### src/rtl/fetch_stage.sv
// Instruction fetch stage: drives a synchronous program ROM and registers instruction/address pairs for decode.
// Define FETCH_STAGE_INT_EN to build the interrupt accept/return logic; without it int_req and int_done are ignored.
module fetch_stage (
  input  logic        clk,
  input  logic        rst_n,
  input  logic        stall,
  input  logic        redirect,
  input  logic [9:0]  redirect_addr,
  input  logic        int_req,
  input  logic        int_done,
  input  logic [17:0] rom_instr,
  output logic [9:0]  rom_address,
  output logic [17:0] instr_out,
  output logic [9:0]  addr_out,
  output logic        valid_out,
  output logic        int_ack,
  output logic [9:0]  int_ret_addr
);

  // Handshake: no valid/ready pair here; valid_out qualifies instr_out/addr_out
  // every cycle, and stall freezes them so decode sees the same pair again.
  typedef enum logic [1:0] {
    ST_FILL       = 2'd0,
    ST_RUN        = 2'd1,
    ST_INT_ACTIVE = 2'd2
  } state_t;

  localparam logic [9:0] INT_VECTOR = 10'h3FF;

  state_t      state_q, state_d;
  logic [9:0]  fetch_pc_q, fetch_pc_d;
  logic [9:0]  pc_delay_q, pc_delay_d;
  logic [17:0] instr_q, instr_d;
  logic [9:0]  addr_q, addr_d;
  logic        valid_q, valid_d;
  logic        int_ack_q, int_ack_d;
  logic [9:0]  int_ret_q, int_ret_d;
  logic        int_accept;
  logic        int_return;

`ifdef FETCH_STAGE_INT_EN
  assign int_accept = (state_q == ST_RUN) && int_req && !redirect;
  assign int_return = (state_q == ST_INT_ACTIVE) && int_done;
`else
  logic unused_int;
  assign unused_int = int_req ^ int_done;
  assign int_accept = 1'b0;
  assign int_return = 1'b0;
`endif

  always_comb begin
    state_d     = state_q;
    fetch_pc_d  = fetch_pc_q;
    pc_delay_d  = pc_delay_q;
    instr_d     = instr_q;
    addr_d      = addr_q;
    valid_d     = valid_q;
    int_ack_d   = 1'b0;
    int_ret_d   = int_ret_q;
    rom_address = fetch_pc_q;

    if (state_q == ST_FILL) begin
      // Prime the ROM pipeline; control inputs are not honoured yet.
      valid_d    = 1'b0;
      pc_delay_d = fetch_pc_q;
      fetch_pc_d = fetch_pc_q + 10'd1;
      state_d    = ST_RUN;
    end else begin
      if (int_return) state_d = ST_RUN;
      if (redirect) begin
        rom_address = redirect_addr;
        valid_d     = 1'b0;
        pc_delay_d  = redirect_addr;
        fetch_pc_d  = redirect_addr + 10'd1;
      end else if (int_accept) begin
        // pc_delay is the oldest not-yet-issued address, so it is the resume point.
        rom_address = INT_VECTOR;
        int_ack_d   = 1'b1;
        int_ret_d   = pc_delay_q;
        valid_d     = 1'b0;
        pc_delay_d  = INT_VECTOR;
        fetch_pc_d  = INT_VECTOR + 10'd1;
        state_d     = ST_INT_ACTIVE;
      end else if (stall) begin
        // Re-read the word already on rom_instr so it is still there on release.
        rom_address = pc_delay_q;
      end else begin
        instr_d    = rom_instr;
        addr_d     = pc_delay_q;
        valid_d    = 1'b1;
        pc_delay_d = fetch_pc_q;
        fetch_pc_d = fetch_pc_q + 10'd1;
      end
    end
  end

  always_ff @(posedge clk or negedge rst_n) begin
    if (!rst_n) begin
      state_q    <= ST_FILL;
      fetch_pc_q <= 10'd0;
      pc_delay_q <= 10'd0;
      instr_q    <= 18'd0;
      addr_q     <= 10'd0;
      valid_q    <= 1'b0;
      int_ack_q  <= 1'b0;
      int_ret_q  <= 10'd0;
    end else begin
      state_q    <= state_d;
      fetch_pc_q <= fetch_pc_d;
      pc_delay_q <= pc_delay_d;
      instr_q    <= instr_d;
      addr_q     <= addr_d;
      valid_q    <= valid_d;
      int_ack_q  <= int_ack_d;
      int_ret_q  <= int_ret_d;
    end
  end

  assign instr_out    = instr_q;
  assign addr_out     = addr_q;
  assign valid_out    = valid_q;
  assign int_ack      = int_ack_q;
  assign int_ret_addr = int_ret_q;

endmodule

### config.mk
export PLATFORM = sky130hd
export DESIGN_NAME = fetch_stage
export DESIGN_NICKNAME = d
export VERILOG_FILES = /design/src/rtl/fetch_stage.sv
export SDC_FILE = /design/constraint.sdc
export NUM_CORES = 1
export LEC_CHECK = 0
export BUFFER_PORTS_ARGS = -buffer_cell sky130_fd_sc_hd__buf_2
export CORE_UTILIZATION = 52
export CTS_BUF_LIST = sky130_fd_sc_hd__clkbuf_4 sky130_fd_sc_hd__clkbuf_8
export DETAILED_ROUTE_END_ITERATION = 8
export PLACE_DENSITY_LB_ADDON = 0.08
export SYNTH_ARGS = -nofsm -noshare
export SYNTH_HDL_FRONTEND = slang
export SYNTH_SLANG_ARGS = --single-unit
export TNS_END_PERCENT = 30
### constraint.sdc
create_clock -name clk -period 2.05 [get_ports clk]
set_input_delay 0 -clock clk [delete_from_list [all_inputs] [get_ports clk]]
set_output_delay 0 -clock clk [all_outputs]
set_load 0.005 [all_outputs]
==> results_dict.tcl <==
set metrics [dict create \
    cts_max_level 2 \
    reg2reg_to "instr_out[1]$_DFFE_PN0P_" \
    end_kind "primary output" \
    power_density_mw_per_mm2 922.2 \
    synth_edf_count 0 \
    cap_viol_max_count 0 \
    ys_ff_latch 50 \
    cts_buffer_depth 2 \
    coreArea_mm2 0.004444 \
    wl_per_cell_um 14.81 \
    place_area_mm2 0.002795 \
    drt_iter0_markers 116 \
    rows 24 \
    tns_ns 0 \
    post-place-ws_ns 0.4095 \
    grt_pass1_vias 1812 \
    post-route-min-period_ns 1.748 \
    nets 345 \
    synthCells 222 \
    reg2reg_slack_ns 0.36 \
    fillers 333 \
    antennaDiodeCount 0 \
    skew_ns 0.002688 \
    netlist_area_mm2 0.002440 \
    grt_max_degree 51 \
    ff_latch_area_mm2 0.001251 \
    dp.final_hpwl_um 3368 \
    startpoint_type "flop" \
    placed_cells 335 \
    fin_area_mm2 0.003099 \
    violations "design-rule violations" \
    yosysUniqueCellTypes 38 \
    synthTopCellsByArea "dfrtp_1 (51%), mux2_2 (13%), buf_4 (4.3%), a21oi_1 (3.5%), o21ai_0 (3.5%)" \
    fin_ws_ns 0.3016 \
    io_buffers 70 \
    rsz0062_at_grt "no" \
    setup_viol 0 \
    reg2reg_depth 4 \
    hp-class "in2reg" \
    hold-worst-slack_ns 0.05163 \
    drv_slew 0 \
    start_util_pct 54.90 \
    synth.most_common_cell "dfrtp_1" \
    synth_area_per_cell_um2 10.99 \
    die_w_um 70.50 \
    drc 20 \
    yosysSeqAreaShare_pct 51.28 \
    multi_input_area_mm2 0.001056 \
    fmax_mhz 572.0 \
    status "complete, but fails checks" \
    die_height_um 70.50 \
    synth-async-reset-ratio_pct 100.0 \
    r2r_start "state_q[0]$_DFFE_PN0N_" \
    drive_above_1_share_pct 36.77 \
    root_buffer "clkbuf_8" \
    crit_type "reg2out" \
    detail-route-antenna-nets 0 \
    synth_largest_area_cell "dfrtp_1" \
    synth-main-ff-cell "dfrtp_1" \
    dieArea_mm2 0.004970 \
    cp_max_fo 20 \
    hold_start "redirect_addr[9]" \
    finalHoldViolations 0 \
    startpoint "state_q[0]$_DFFE_PN0N_" \
    gp_congestion 0.8689 \
    worstPathRequired_ns 2.05 \
    grt_overflow 0 \
    holdPathStages 3 \
    finalCritPeriodShare_pct 85.29 \
    clock-sinks 50 \
    totalWireLength_um 5361 \
    antenna_found_initial 0 \
    power.leakage_nw 1.401 \
    grt_usage_pct 22.68 \
    path_clk_slew_ns 0.09 \
    numCtsBuffers 5 \
    grt_pass1_wl_um 8852 \
    yosysWarningCount 0 \
    dr_total_vias 1968 \
    clock_latency_ns 0.30 \
    peakVddDrop_mv 0.6274 \
    holdPathEnd "fetch_pc_q[9]$_DFFE_PN0P_" \
    ios 84 \
    worstPathArrival_ns 1.75 \
    synth_top_area_share_pct 51.28 \
    post_cts_buffers 0 \
    synth_common_cells "dfrtp_1 (50), mux2_2 (28), a21oi_1 (17), o21ai_0 (17), buf_4 (14)" \
    first_pass_iters 6 \
    worstMarginPinSlew_ns 0.6289 \
    instances_no_fill 362 \
    via_per_inst 5.436 \
    syn2layout_area_growth_pct 27.03 \
    cts_tree "yes" \
    slew_headroom_pct 58.07 \
]
## worst max-delay path, stage by stage, from the launching register on
cell     delay, ns
dfrtp_1       0.69
nand2_1       0.13
buf_4         0.23
o22ai_1       0.18
a21oi_1       0.08
buf_2         0.13
## layer usage
| metal | wire length [um] | track usage [%] | part of all wire [%] |
|---|---|---|---|
| met1 | 2388 | 31.33 | 45 |
| met3 | 296 | 4.473 | 5.5 |
| met4 | 59 | 5.442 | 1.1 |
| met2 | 2616 | 37.11 | 49 |
| met5 | 0 | 0 | 0 |
## worst max path at each step
| stage | endpoint | cells after the start | slack (ns) |
|---|---|---|---|
| floorplan | instr_out[0]$_DFFE_PN0P_ | 5 | 0.53 |
| global placement | instr_out[1]$_DFFE_PN0P_ | 4 | 0.40 |
| detailed placement | addr_out[9]$_DFFE_PN0P_ | 4 | 0.41 |
| CTS | rom_address[8] | 5 | 0.32 |
| global route | rom_address[7] | 5 | 0.16 |
| finish | rom_address[0] | 5 | 0.30 |
## flip-flops by register name, summed over array words and instances (netlist names)
register	count
state_q	1
valid_out	1
addr_out	10
instr_out	18
pc_delay_q	10
fetch_pc_q	10
## kinds of logic after synthesis
kind of cell    share of synthesized area (%)
simple gates                            10.51
compound gates                          14.05
fa+ha+maj                               1.025
other cells                            0.3078
flops                                   51.28
mux                                     13.33
buf+inv                                 6.974
xor+xnor                                2.513
## layout make-up
| type | count | area share [%] |
|---|---|---|
| tap | 52 | 2.099 |
| clock buffer | 6 | 2.463 |
| clock inverter | 2 | 1.211 |
| timing repair buffer | 95 | 19.30 |
| inverter | 4 | 0.4845 |
| multi-input combinational | 153 | 34.07 |
| sequential | 50 | 40.37 |
## per-stage QoR
stage	util (%)	total power, mW
after global routing	69.74	3.046
final	69.74	2.858
after detailed placement	62.89	2.146
after CTS	69.74	2.871
after global placement	62.89	2.123
after floorplan	-	1.824
## cells in the final DEF (no fill, tap or decap), types with 3 or more instances in the layout
master / count
xor2_1: 5
mux2_2: 28
nand3_1: 7
dlygate4sd3_1: 19
inv_1: 4
dfrtp_1: 50
nand3b_1: 10
nand4_1: 3
nor2_1: 3
o21ai_0: 17
conb_1: 12
buf_2: 70
nand2_1: 10
buf_4: 5
o22ai_1: 12
a21oi_1: 17
clkbuf_8: 5
## repair_timing
item	in CTS	in global routing
gates resized for setup	0	0
endpoints found under the hold margin	68	0
hold buffers	19	0
## power by group
part	internal, mW	switching, mW
logic	0.411	0.338
clock network	0.377	0.319
registers	1.23	0.185
(Power assumes the default switching activity.)
